[config.mk]
export PLATFORM = sky130hd
export DESIGN_NAME = mem_copy_engine
export DESIGN_NICKNAME = d
export VERILOG_FILES = /design/src/rtl/mem_copy_engine_pkg.sv /design/src/rtl/mem_copy_engine.sv
export SDC_FILE = /design/constraint.sdc
export NUM_CORES = 1
export LEC_CHECK = 0
export ABC_AREA = 1
export CORE_UTILIZATION = 40
export DETAILED_ROUTE_END_ITERATION = 12
export PLACE_DENSITY = 0.65
export SYNTH_ARGS = -nofsm -noshare
export SYNTH_HDL_FRONTEND = slang
export SYNTH_SLANG_ARGS = --single-unit
[constraint.sdc]
create_clock -name clk -period 4.8 [get_ports clk]
set_clock_uncertainty 0.15 [all_clocks]
set_input_delay 0.96 -clock clk [delete_from_list [all_inputs] [get_ports clk]]
set_output_delay 0.96 -clock clk [all_outputs]
set_load 0.02 [all_outputs]
[src/rtl/mem_copy_engine_pkg.sv]
// -----------------------------------------------------------------------------
// mem_copy_engine_pkg
// Shared definitions for the memory copy/fill engine: FSM state encoding,
// operation codes and the default port widths.
// -----------------------------------------------------------------------------
package mem_copy_engine_pkg;

   // Default widths of the 16x8 data-memory port and the length field
   localparam int ADDR_W_DFLT = 4;
   localparam int DATA_W_DFLT = 8;
   localparam int LEN_W_DFLT  = 5;

   // Operation codes, captured together with start
   localparam logic OP_COPY = 1'b0;
   localparam logic OP_FILL = 1'b1;

   // Engine FSM states
   typedef enum logic [1:0] {
      ST_IDLE  = 2'b00,
      ST_READ  = 2'b01,
      ST_WRITE = 2'b10,
      ST_DONE  = 2'b11
   } state_e;

endpackage : mem_copy_engine_pkg

[src/rtl/mem_copy_engine.sv]
// -----------------------------------------------------------------------------
// mem_copy_engine
// Bus master for the data memory. On a start pulse it either copies len bytes
// from src to dst (one READ cycle followed by one WRITE cycle per byte) or
// fills len bytes at dst with fill_val (one WRITE cycle per byte). Addresses
// wrap modulo 2^ADDR_W. The mod-256 sum of every byte written is reported on
// checksum, which holds until the next accepted start.
//
// Ports:
//   clk, rst_n      clock (rising edge), asynchronous active-low reset
//   start, op       request pulse (sampled in IDLE only), 0 = COPY / 1 = FILL
//   src, dst, len   first source / destination address, byte count
//   fill_val        constant written in FILL mode
//   busy, done      engine owns the memory port / one-cycle completion pulse
//   checksum        sum of all bytes written, mod 2^DATA_W
//   mem_en, mem_we, mem_addr, mem_din, mem_dout   data-memory port
//                   (mem_dout is combinational from mem_addr)
// -----------------------------------------------------------------------------
module mem_copy_engine
   import mem_copy_engine_pkg::*;
#(
   parameter int ADDR_W = ADDR_W_DFLT,
   parameter int DATA_W = DATA_W_DFLT,
   parameter int LEN_W  = LEN_W_DFLT
) (
   input  logic              clk,
   input  logic              rst_n,
   input  logic              start,
   input  logic              op,
   input  logic [ADDR_W-1:0] src,
   input  logic [ADDR_W-1:0] dst,
   input  logic [LEN_W-1:0]  len,
   input  logic [DATA_W-1:0] fill_val,
   output logic              busy,
   output logic              done,
   output logic [DATA_W-1:0] checksum,
   output logic              mem_en,
   output logic              mem_we,
   output logic [ADDR_W-1:0] mem_addr,
   output logic [DATA_W-1:0] mem_din,
   input  logic [DATA_W-1:0] mem_dout
);

   state_e              state_q,    state_d;
   logic                op_q,       op_d;
   logic [ADDR_W-1:0]   src_ptr_q,  src_ptr_d;
   logic [ADDR_W-1:0]   dst_ptr_q,  dst_ptr_d;
   logic [LEN_W-1:0]    remain_q,   remain_d;
   logic [DATA_W-1:0]   fill_q,     fill_d;
   logic [DATA_W-1:0]   data_q,     data_d;
   logic [DATA_W-1:0]   checksum_q, checksum_d;

   // Byte presented on the write port: latched read data or the fill constant
   logic [DATA_W-1:0]   wr_data_s;

   // Write-data select, depends only on registered operands
   always_comb begin
      if (op_q == OP_FILL) begin
         wr_data_s = fill_q;
      end else begin
         wr_data_s = data_q;
      end
   end

   // Next-state and datapath register update
   always_comb begin
      state_d    = state_q;
      op_d       = op_q;
      src_ptr_d  = src_ptr_q;
      dst_ptr_d  = dst_ptr_q;
      remain_d   = remain_q;
      fill_d     = fill_q;
      data_d     = data_q;
      checksum_d = checksum_q;

      case (state_q)
         ST_IDLE: begin
            if (start) begin
               op_d       = op;
               src_ptr_d  = src;
               dst_ptr_d  = dst;
               remain_d   = len;
               fill_d     = fill_val;
               checksum_d = {DATA_W{1'b0}};
               if (len == {LEN_W{1'b0}}) begin
                  state_d = ST_DONE;
               end else if (op == OP_FILL) begin
                  state_d = ST_WRITE;
               end else begin
                  state_d = ST_READ;
               end
            end else begin
               state_d = ST_IDLE;
            end
         end

         ST_READ: begin
            data_d  = mem_dout;
            state_d = ST_WRITE;
         end

         ST_WRITE: begin
            checksum_d = checksum_q + wr_data_s;
            // Both pointers advance together; they wrap naturally at 2^ADDR_W
            src_ptr_d  = src_ptr_q + ADDR_W'(1);
            dst_ptr_d  = dst_ptr_q + ADDR_W'(1);
            remain_d   = remain_q - LEN_W'(1);
            if (remain_q == LEN_W'(1)) begin
               state_d = ST_DONE;
            end else if (op_q == OP_FILL) begin
               state_d = ST_WRITE;
            end else begin
               state_d = ST_READ;
            end
         end

         ST_DONE: begin
            // start is deliberately not sampled here
            state_d = ST_IDLE;
         end

         default: begin
            state_d = ST_IDLE;
         end
      endcase
   end

   // State and datapath registers
   always_ff @(posedge clk or negedge rst_n) begin
      if (!rst_n) begin
         state_q    <= ST_IDLE;
         op_q       <= OP_COPY;
         src_ptr_q  <= {ADDR_W{1'b0}};
         dst_ptr_q  <= {ADDR_W{1'b0}};
         remain_q   <= {LEN_W{1'b0}};
         fill_q     <= {DATA_W{1'b0}};
         data_q     <= {DATA_W{1'b0}};
         checksum_q <= {DATA_W{1'b0}};
      end else begin
         state_q    <= state_d;
         op_q       <= op_d;
         src_ptr_q  <= src_ptr_d;
         dst_ptr_q  <= dst_ptr_d;
         remain_q   <= remain_d;
         fill_q     <= fill_d;
         data_q     <= data_d;
         checksum_q <= checksum_d;
      end
   end

   // Moore output decode from registered state and pointers only
   always_comb begin
      busy     = 1'b0;
      done     = 1'b0;
      mem_en   = 1'b0;
      mem_we   = 1'b0;
      mem_addr = {ADDR_W{1'b0}};
      mem_din  = {DATA_W{1'b0}};
      case (state_q)
         ST_READ: begin
            busy     = 1'b1;
            mem_en   = 1'b1;
            mem_addr = src_ptr_q;
         end
         ST_WRITE: begin
            busy     = 1'b1;
            mem_en   = 1'b1;
            mem_we   = 1'b1;
            mem_addr = dst_ptr_q;
            mem_din  = wr_data_s;
         end
         ST_DONE: begin
            done = 1'b1;
         end
         ST_IDLE: begin
            done = 1'b0;
         end
         default: begin
            done = 1'b0;
         end
      endcase
   end

   assign checksum = checksum_q;

endmodule : mem_copy_engine

Word level (Yosys, flattened, before mapping)
Index checks and enable logic that the tools add are counted.

Flip-flop bits (word level): 40. Bits in latches: 0. RAM bits: 0. ROM bits: 0. Word-level logic and storage cells: 43. Memories kept: 0.

Add/subtract/negate cells: 4. Multiply operators: 0. Div/mod/pow operators: 0. Order comparisons: 0. Eq/ne operators: 5. Shift operators: 0. Multiplexer cells: 20. Bitwise operators: 0. Reduce and logical (&&, ||, !) cells: 6.

Operator list (number): $mux 8 (3); $pmux 4 s2 (3); $pmux 8 s2 (1); $mux 2 (5); $pmux 5 s2 (1); $add 4x1->4 const B (2); $add 8x8->8 (1); $mux 4 (2); $pmux 2 s4 (1); $eq 5x1->1 const B (1); $logic_not 5->1 (1); $mux 5 (1); $sub 5x1->5 const B (1); $eq 2x2->1 const B (2); $reduce_and 2->1 (2); $mux 1 (3); $eq 2x1->1 const B (1); $logic_not 2->1 (1); $ne 2x2->1 const B (1); $reduce_bool 2->1 (1); $reduce_or 2->1 (1).

Logic depth before layout (Yosys ltp)
Gate-level depths: netlist of run 1.

Depth in word-level cells: 4. Gate-level depth with buffers: 12. Depth with buffers taken out: 12.

Worst setup path before layout of run 1
OpenSTA, ideal clock, no wires.

Path kind: register -> output. From: register state_q[0]. To: output mem_addr[1]. Arrival time: 1601 ps. Required time: 3690 ps. Path slack: 2089 ps. Stages on the path, launching flop included: 7. Path buffers: 2. Path through: dfrtp_1 -> inv_1 -> ha_1 -> buf_2 -> buf_2 -> nand2_1 -> a21oi_1.

Longest elaborated chain between the ends: 2.

Ends and longest elaborated chain: start: declaration (RTL line mem_copy_engine.sv:44) `state_e state_q, state_d;`; start signal: assignment (RTL line mem_copy_engine.sv:140) `state_q <= state_d;`; $eq 2x2->1 / $eq 2x1->1 (equally long branches) (RTL line mem_copy_engine.sv:159) `case (state_q)`; $pmux 4 s2 * (RTL line mem_copy_engine.sv:159); end: declaration (RTL line mem_copy_engine.sv:39) `output logic [ADDR_W-1:0] mem_addr,`.

Every way passes the cells marked *; elsewhere a longest branch is shown, timed or not.

Worst setup path after layout of run 1
From: register state_q[0]. To: output mem_din[0].

Longest elaborated chain between the ends: 2.

Ends and longest elaborated chain: $eq 2x2->1 (RTL line mem_copy_engine.sv:159); $mux 8 (RTL line mem_copy_engine.sv:159); end: declaration (RTL line mem_copy_engine.sv:40) `output logic [DATA_W-1:0] mem_din,`.

Every way passes these cells.

==> metrics.md, run 1 <==
| Metric | Value |
|---|---|
| Net Sw Frac | `between 40% and 50%` |
| Die height | `slightly below 80 µm` |
| Most frequent cell after synthesis | `nand2_1` |
| Post-layout util | `a little over half` |
| Drt total wl | `roughly 5.6 mm` |
| Initial Util | `between 40% and 50%` |
| Sink Count | `40` |
| Maximum buffer depth of the clock tree | `2` |
| Final setup viols | `0` |
| Sw power | `0.973 mW` |
| Post-route DRC | `0` |
| Final Cycle Share | `between 70% and 80%` |
| Final Hold Fails | `0` |
| Post-synthesis simple-gate area fraction | `between 20% and 30%` |
| Die X | `~80 µm` |
| P per Cell Area | `slightly below 700 nW/µm²` |
| Largest family of logic cells by synthesized area | `simple AND/OR/NAND/NOR gates` |
| Largest net degree at the start of global routing | `approximately 40` |
| Insertion delay to the later sink of the worst-skew pair | `~0.30 ns` |
| Syn Std Cell Area | `roughly 2400 µm²` |
| Hold buffers post-CTS | `0` |
| Resize count post-CTS | `0` |
| Worst vdd ir | `~270 µV` |
| Worst-Margin Slew | `0.893 ns` |
| Fmax achieved | `between 200 and 300 MHz` |
| CP required | `3.69 ns` |
| Core ar. | `approximately 5600 µm²` |
| Vias | `about 2.1k` |
| FFs w/ async S/R, synth | `100%` |
| DR WL/cell | `~13 µm` |
| Total power | `approximately 2.1 mW` |
| EDFF count, synth | `0` |
| Setup_tns | `0 ns` |
| CP max FO | `21` |
| Static Leak | `1.51 nW` |
| Max-Slew Margin vs Limit | `between 40% and 50%` |
| Layout cells sized above 1 | `under 10%` |
| Number of max-cap violations | `0` |
| Overflow after GRT | `0` |
| Inst Count DP | `427` |
| Vias per cell | `roughly 4.8` |
| Seq cells post-synth | `40` |
| TritonCTS clock tree | `done` |
| Initial antenna violation count | `0` |
| Top-area cell type share of the netlist area | `41.7%` |
| Filler cells | `around 530` |
| Crit. End Element | `output port` |
| Total I/O pin count | `57` |
| Sequential share of the synthesized area | `around two fifths` |
| Antenna Violating Nets Remaining | `0` |
| Part of the power in registers | `between 20 and 30%` |
| Synth Net Count | `357` |
| Ranking of synthesized cells by area | `dfrtp_1 (42%), nand2_1 (18%), ha_1 (7.8%)` |
| Starting DRT DRC Count | `roughly 130` |
| Mux contribution to synthesized area | `roughly 3.3%` |
| Avg Cell Area, Syn | `roughly 7.8 µm²` |
| Top cell type by total area after synthesis | `dfrtp_1` |
| IO buf count | `56` |
| Top cells by count, synth | `nand2_1 (117), dfrtp_1 (40), inv_1 (21)` |
| Area post-placement | `a little under 3000 µm²` |
| Rows | `27` |
| Root Driver | `clkbuf_8` |
| Postcts setup bufs | `0` |
| Final Instance Count excl. Fillers | `roughly 440` |
| H-Tree Depth | `2` |
| Synth unique cells | `32` |
| First-pass GRT wire length | `9.39 mm` |
| Min Clock Period, post-route | `3.38 ns` |
| Setup CP Type | `register to output port` |
| GRT Overall Usage | `around 19%` |
| CP arrival | `approximately 2.3 ns` |
| Dpl ws | `around 1.8 ns` |
| Unrepaired setup endpoints after global routing | `no` |
| Hold WC Path Type | `register to register` |
| Syn Inst Count | `308` |
| Main flop type after synthesis | `dfrtp_1` |
| Final HPWL DP | `between 4 and 5 mm` |
| Outcome | `finished, final reports clean` |
| Clock share of power | `about an eighth` |
| Vias in the first global route | `a little over 2k` |
| Clk slew on worst S/H paths | `0.08 ns` |
| Pint | `roughly 1.1 mW` |
| Critical path startpoint category | `register` |
| Post-route cell area | `~3100 µm²` |
| WHS | `~0.34 ns` |
| Die area | `6310 µm²` |
| DR pass1 iterations | `4` |
| Num CTS Buffers | `5` |
| Slew Viols, Final | `0` |
| Synth Area in Compound Gates | `around an eighth` |
| Logic pwr share | `57.0%` |
| Nets | `between 400 and 500` |
| Fraction of the mapped netlist area in adder cells | `~8.7%` |
| Fin worst setup slack | `around 1.4 ns` |
| Diodes inserted | `0` |
| Yosys warning total | `0` |
| P&R area growth vs syn | `29.1%` |
| Routability cong. | `approximately 0.80` |
| XOR/XNOR Fraction of Synth Area | `1.46%` |
==> power groups by stage <==
stage	combinational (mW)	clock [mW]	sequential (mW)
2_1_floorplan	0.864	0	0.638
3_3_place_gp	1.19	0	0.634
3_5_place_dp	1.21	0	0.642
4_1_cts	1.22	0.287	0.635
5_1_grt	1.36	0.301	0.663
6_report	1.21	0.279	0.634
==> worst max-delay path: stages (launching register included) <==
cell and delay (ns):
dfrtp_1 0.40, inv_1 0.09, ha_1 0.20, buf_4 0.25, inv_2 0.22, a21oi_1 0.19, clkdlybuf4s50_1 0.63
==> layer usage <==
metal  GRT usage, %  wire length (µm)  vias to the layer above
li1               -                 -                     1103
met1           25.8              2650                      955
met2           31.7              2660                       43
met3           3.66               195                        7
met4           6.55                76                        0
met5              0                 0                        -
==> cells by family after synthesis <==
family          after synthesis
compound gates               54
xor+xnor                      4
fa+ha+maj                    16
buf+inv                      36
flops                        40
mux                           7
simple gates                151
==> registers in the layout (all words and copies together) (netlist names) <==
name / flops
checksum: 8
data_q: 8
dst_ptr_q: 4
fill_q: 8
op_q: 1
remain_q: 5
src_ptr_q: 4
state_q: 2
==> layout make-up <==
type	count	area [µm²]	area share, %
clock buffers	5	68.8	2.22
clock inverters	3	42.5	1.37
repair buffers	57	563	18.2
well taps	72	90.1	2.91
inverters	26	100	3.23
flip-flops and latches	40	1000	32.3
multi-input cells	232	1230	39.7
==> path summary, 6_finish.rpt <==
check                           slack (ns)        from           to  cells past startpoint
worst min register to register        0.34   fill_q[6]    fill_q[6]                      2
worst max register to register        2.32  state_q[0]  remain_q[4]                      9
max in group asynchronous             3.31       rst_n   state_q[1]                      1
worst max-delay path                  1.42  state_q[0]   mem_din[0]                      6
min in group asynchronous             0.64       rst_n    data_q[2]                      1
worst min-delay path                  0.34   fill_q[6]    fill_q[6]                      2
==> placed cells by master, fill, tap and decap left out <==
cell type        instances
o21ai_2                  1
a31oi_1                  1
a21oi_1                 20
nand3_1                 16
clkinvlp_4               1
clkdlybuf4s50_1         55
clkinv_2                 1
nor2_1                  15
nand2_4                  1
o211ai_1                 1
xnor2_1                  2
inv_4                    1
nand2_2                  1
clkinv_1                 1
fa_1                     1
dfrtp_1                 40
a22o_1                   2
xor2_1                   2
o22ai_1                  1
o21ai_0                 20
bufinv_16                1
buf_2                    1
o21ai_1                  5
nor3b_1                  1
a31oi_2                  1
mux2_2                   7
buf_4                    1
ha_1                    15
inv_2                    3
o21ai_4                  1
nand2_1                117
inv_1                   21
a21o_1                   1
clkbuf_8                 5
No activity file was read; power rests on OpenSTA's default activity.
==> inputs of run 2 (changes only) <==
Clock period 4.8 ns to 3.16 ns, I/O delays scaled along.
==> run 2 against run 1 <==
- worst hold slack lost 0.022 ns
- design area grew 0.12%
- clock power grew 48%
- via count grew 2.0%
- core utilization grew 0.067 points
- clock-buffer cell count grew 1
- register-to-register slack lost 1.5 ns
- critical endpoint is now mem_addr[0]
- largest power group unchanged
- sequential share of layout area is essentially flat
- total power grew 52%
- die area is the same
- worst setup slack lost 1.1 ns
==> metrics.md, run 2 (synthesis gave the netlist of run 1 again) <==
| Metric | Value |
|---|---|
| Outcome | `finished, final reports clean` |
| Setup_tns | `0 ns (unchanged)` |
| Vias in the first global route | `2049 (+0.94%)` |
| Maximum buffer depth of the clock tree | `2 (unchanged)` |
| Clk slew on worst S/H paths | `0.07 ns (about the same)` |
| Commonest non-fill, non-tap cells in the layout | `nand2_1 (117), clkdlybuf4s50_1 (55), dfrtp_1 (40)` |
| Die height | `79.4 µm (unchanged)` |
| Root Driver | `clkbuf_8` |
| Worst-path cell chain | `inv_1 -> ha_1 -> buf_4 -> nand2_1 -> a21oi_1 -> clkdlybuf4s50_1` |
| Max-Slew Margin vs Limit | `40.0% (-0.45 points)` |
| Fmax achieved | `347 MHz` |
| Final Cycle Share | `approximately nine tenths` |
| Slew Viols, Final | `0 (unchanged)` |
| Worst-Margin Slew | `0.899 ns (+0.00667 ns)` |
| Post-route DRC | `0 (unchanged)` |
| Overflow after GRT | `0 (unchanged)` |
| Total power | `3.22 mW (+52%)` |
| IO buf count | `56 (unchanged)` |
| Initial Util | `42.5% (unchanged)` |
| Core ar. | `5640 µm² (unchanged)` |
| Drt total wl | `5.55 mm (-0.48%)` |
| H-Tree Depth | `2 (unchanged)` |
| Starting DRT DRC Count | `132 (-1.5%)` |
| Rows | `27 (unchanged)` |
| Hold buffers post-CTS | `0 (unchanged)` |
| Setup CP Type | `register to output port` |
| Family with the most delay on the worst path | `buffers and inverters` |
| Nets | `412 (+0.24%)` |
| Die X | `79.4 µm (unchanged)` |
| Final setup viols | `0 (unchanged)` |
| Initial antenna violation count | `0 (unchanged)` |
| DR WL/cell | `12.7 µm (-0.71%)` |
| Die area | `6310 µm² (unchanged)` |
| Vias | `2151 (+2.0%)` |
| Final HPWL DP | `4.09 mm (-1.1%)` |
| P&R area growth vs syn | `29.2%` |
| WHS | `0.314 ns (-0.0216 ns)` |
| TritonCTS clock tree | `done` |
| P per Cell Area | `1040 nW/µm² (+51%)` |
| Critical path startpoint category | `register` |
| Routability cong. | `0.794 (-1.3%)` |
| CP required | `2.38 ns (-1.31 ns)` |
| Largest net degree at the start of global routing | `41 (unchanged)` |
| Num CTS Buffers | `5 (unchanged)` |
| Inst Count DP | `428 (+0.23%)` |
| Worst vdd ir | `378 µV (+39%)` |
| CP max FO | `20 (-4.8%)` |
| Crit path largest cell delay | `0.61 ns (-0.02 ns)` |
| Unrepaired setup endpoints after global routing | `no` |
| Antenna Violating Nets Remaining | `0 (unchanged)` |
| Insertion delay to the later sink of the worst-skew pair | `0.30 ns (about the same)` |
| Resize count post-CTS | `0 (unchanged)` |
| Number of max-cap violations | `0 (unchanged)` |
| Crit. End Element | `output port` |
| Diodes inserted | `0 (unchanged)` |
| Total I/O pin count | `57 (unchanged)` |
| Sink Count | `40 (unchanged)` |
| Static Leak | `1.52 nW (+0.42%)` |
| Crit path buf inv count | `3 (-1)` |
| Layout cells sized above 1 | `7.14% (-0.020 points)` |
| Hold WC Path Type | `input pin to asynchronous set/reset pin` |
| First-pass GRT wire length | `9.36 mm (-0.29%)` |
| Min Clock Period, post-route | `between 2 and 3 ns` |
| GRT Overall Usage | `19.4% (about the same)` |
| Commonest non-fill, non-tap cell in the layout | `nand2_1` |
| Vias per cell | `4.93 (+1.8%)` |
| Postcts setup bufs | `0 (unchanged)` |
| CP arrival | `2.10 ns (-0.17 ns)` |
| Final Instance Count excl. Fillers | `436 (+0.23%)` |
| Slowest CP cell | `clkdlybuf4s50_1` |
| Final Hold Fails | `0 (unchanged)` |
| DR pass1 iterations | `4 (unchanged)` |
## run 2: layout make-up
cell class	instances	area (µm²)
clock buffer	6	72.6
inverter	26	100
sequential	40	1000
timing repair buffer	58	571
tap	72	90.1
clock inverter	2	35.0
fill	548	2540
multi-input combinational	232	1230
## run 2: metal layers
layer | global-route usage, % | wire, µm | part of all wire, %
met1 | 26.2 | 2710 | 49
met4 | 6.55 | 90 | 1.6
met5 | 0 | 0 | 0
met3 | 3.89 | 181 | 3.3
met2 | 30.9 | 2570 | 46
## run 2: where the power goes
part | switching [mW] | internal [mW] | total, mW
registers | 0.200 | 0.764 | 0.964
logic | 1.09 | 0.754 | 1.84
clock network | 0.178 | 0.234 | 0.413
total | 1.47 | 1.75 | 3.22
## run 2: per-stage QoR
stage	cell area, µm²	utilization (%)	worst slack, ns
4_1_cts	3100	54.9	0.272
3_5_place_dp	2990	53.0	0.590
6_report	3100	54.9	0.278
2_1_floorplan	2400	-	0.777
3_3_place_gp	2990	53.0	0.653
5_1_grt	3100	54.9	0.132
## run 2: final timing paths
kind                                  from          end  slack [ns]  cells after the start
worst max-delay path            state_q[0]  mem_addr[0]        0.28                      6
worst min-delay path                 rst_n  remain_q[0]        0.31                      1
worst max register to register        op_q  checksum[6]        0.86                     11
worst min register to register   fill_q[1]    fill_q[1]        0.33                      2
max in group asynchronous            rst_n  checksum[3]        1.98                      1
min in group clk                 fill_q[1]    fill_q[1]        0.33                      2
==> inputs of run 3 (changes only) <==
Clock period 3.16 ns to 3.7 ns, I/O delays scaled along.
==> run 3 against run 2 <==
- critical path type unchanged
- critical endpoint is now mem_addr[3]
- die area unchanged
- sequential share of layout area unchanged
- routed wire length increased by 1.1%
==> metrics.md, run 3 (synthesis gave the netlist of run 1 again) <==
| Metric | Value |
|---|---|
| Overflow after GRT | `0 (unchanged)` |
| Vias | `2109 (-2.0%)` |
| Starting DRT DRC Count | `123 (-6.8%)` |
| GRT Overall Usage | `19.0% (-0.42 points)` |
| Initial Util | `42.5% (unchanged)` |
| Min Clock Period, post-route | `3.13 ns` |
| Final setup viols | `0 (unchanged)` |
| Inst Count DP | `427 (-0.23%)` |
| CP max FO | `14 (-30%)` |
| Critical path startpoint category | `register` |
| Layout cells sized above 1 | `7.16% (+0.020 points)` |
| P per Cell Area | `892 nW/µm² (-14%)` |
| Clk slew on worst S/H paths | `0.08 ns (about the same)` |
| Top sig layer | `met4` |
| TritonCTS clock tree | `done` |
| Fmax achieved | `between 300 and 400 MHz` |
| Maximum buffer depth of the clock tree | `2 (unchanged)` |
| Setup CP Type | `register to output port` |
| Slew Viols, Final | `0 (unchanged)` |
| Die height | `79.4 µm (unchanged)` |
| Part of the power in registers | `29.7% (-0.2 points)` |
| Drt total wl | `5.61 mm (+1.1%)` |
| Logic pwr share | `56.9% (-0.3 points)` |
| Dpl ws | `0.892 ns (+0.302 ns)` |
| FF-to-FF Start | `op_q` |
| Post-route DRC | `0 (unchanged)` |
| Number of max-cap violations | `0 (unchanged)` |
| Worst vdd ir | `338 µV (-11%)` |
| Diodes inserted | `0 (unchanged)` |
| Filler cells | `545 (-0.55%)` |
| Static Leak | `1.51 nW (-0.37%)` |
| Clock share of power | `13.4% (+0.6 points)` |
| Final Hold Fails | `0 (unchanged)` |
| First-pass GRT wire length | `9.16 mm (-2.1%)` |
| Largest net degree at the start of global routing | `41 (unchanged)` |
| Length of routed met2 wiring | `2.60 mm (+0.97%)` |
| DRT met1 WL | `2.68 mm (-1.1%)` |
| H-Tree Depth | `2 (unchanged)` |
| Area post-placement | `2980 µm² (-0.25%)` |
| Hold Startpoint | `fill_q[2]` |
| Num CTS Buffers | `5 (unchanged)` |
| CP required | `2.81 ns (+0.43 ns)` |
| Crit. End Element | `output port` |
| Metal3 WL | `254 µm (+40%)` |
| Final Instance Count excl. Fillers | `435 (-0.23%)` |
| Hold WC Path Type | `register to register` |
| DR pass1 iterations | `4 (unchanged)` |
| Outcome | `finished, final reports clean` |
| CP arrival | `2.24 ns (+0.14 ns)` |
| DR WL/cell | `12.9 µm (+1.3%)` |
| Total I/O pin count | `57 (unchanged)` |
| Unrepaired setup endpoints after global routing | `no` |
| IO buf count | `56 (unchanged)` |
| Setup_tns | `0 ns (unchanged)` |
| Final HPWL DP | `4.13 mm (+1.0%)` |
| Rows | `27 (unchanged)` |
| Worst-Margin Slew | `0.895 ns (-0.00492 ns)` |
| Final Cycle Share | `84.6%` |
| Resize count post-CTS | `0 (unchanged)` |
| Sink Count | `40 (unchanged)` |
| Post-route cell area | `3100 µm² (unchanged)` |
| Root Driver | `clkbuf_8` |
| Total power | `2.76 mW (-14%)` |
| Core ar. | `5640 µm² (unchanged)` |
| Nets | `411 (-0.24%)` |
| Hold buffers post-CTS | `0 (unchanged)` |
| Antenna Violating Nets Remaining | `0 (unchanged)` |
| Die X | `79.4 µm (unchanged)` |
| Routability cong. | `0.803 (+1.0%)` |
| Pint | `1.50 mW (-15%)` |
| Vias in the first global route | `1935 (-5.6%)` |
| Sw power | `1.27 mW (-14%)` |
| Vias per cell | `4.85 (-1.7%)` |
| Die area | `6310 µm² (unchanged)` |
| Fin worst setup slack | `0.572 ns (+0.294 ns)` |
| Commonest non-fill, non-tap cell in the layout | `nand2_1` |
| Net Sw Frac | `45.9% (+0.31 points)` |
| Insertion delay to the later sink of the worst-skew pair | `0.30 ns (about the same)` |
| Postcts setup bufs | `0 (unchanged)` |
| Setup crit start | `state_q[1]` |
| Initial antenna violation count | `0 (unchanged)` |
| P&R area growth vs syn | `29.2% (unchanged)` |
| Commonest non-fill, non-tap cells in the layout | `nand2_1 (117), clkdlybuf4s50_1 (55), dfrtp_1 (40)` |
| Max-Slew Margin vs Limit | `40.4% (+0.33 points)` |
[run 3: cell count changes in the layout (fill, tap and decap cells not counted), sizes merged]
cell,delta
clkbuf,-1
clkinv,-1
clkinvlp,+1
buf,-1
inv,+1
[run 3: critical path: stages, from the launching register on]
cell and delay (ns):
dfrtp_1 0.40, inv_1 0.08, ha_1 0.54, nand2_1 0.12, a21oi_1 0.18, clkdlybuf4s50_1 0.62
[run 3: power by group through the flow]
stage	sequential [mW]	clock, mW	combinational, mW
2_1_floorplan	0.828	0	1.12
3_3_place_gp	0.824	0	1.55
3_5_place_dp	0.833	0	1.57
4_1_cts	0.824	0.380	1.58
5_1_grt	0.851	0.400	1.77
6_report	0.821	0.370	1.57
[run 3: routing by layer]
metal / GRT usage, % / vias to the layer above
li1: - / 1103
met1: 26.4 / 946
met2: 29.1 / 54
met3: 4.00 / 6
met4: 6.55 / 0
met5: 0 / -
[run 3: metrics by stage]
step	hold WS (ns)	utilization, %
floorplan	0.294	-
global placement	0.315	52.9
detailed placement	0.316	52.9
CTS	0.339	54.9
global route	0.348	54.9
finish	0.333	54.9
[run 3: final timing paths]
| path | to | slack (ns) | depth (start not counted) |
|---|---|---|---|
| max in group asynchronous | data_q[1] | 2.43 | 1 |
| max | mem_addr[3] | 0.57 | 5 |
| min in group asynchronous | data_q[4] | 0.42 | 1 |
| min | fill_q[2] | 0.33 | 2 |
| max reg2reg | checksum[6] | 1.42 | 11 |
| min reg2reg | fill_q[2] | 0.33 | 2 |
[run 3: final cells by class]
cell class / count / area (µm²) / area share, %
repair buffers: 57 / 563 / 18.2
inverters: 26 / 100 / 3.23
clock inverters: 3 / 46.3 / 1.49
well taps: 72 / 90.1 / 2.91
clock buffers: 5 / 68.8 / 2.22
flip-flops and latches: 40 / 1000 / 32.3
multi-input cells: 232 / 1230 / 39.7
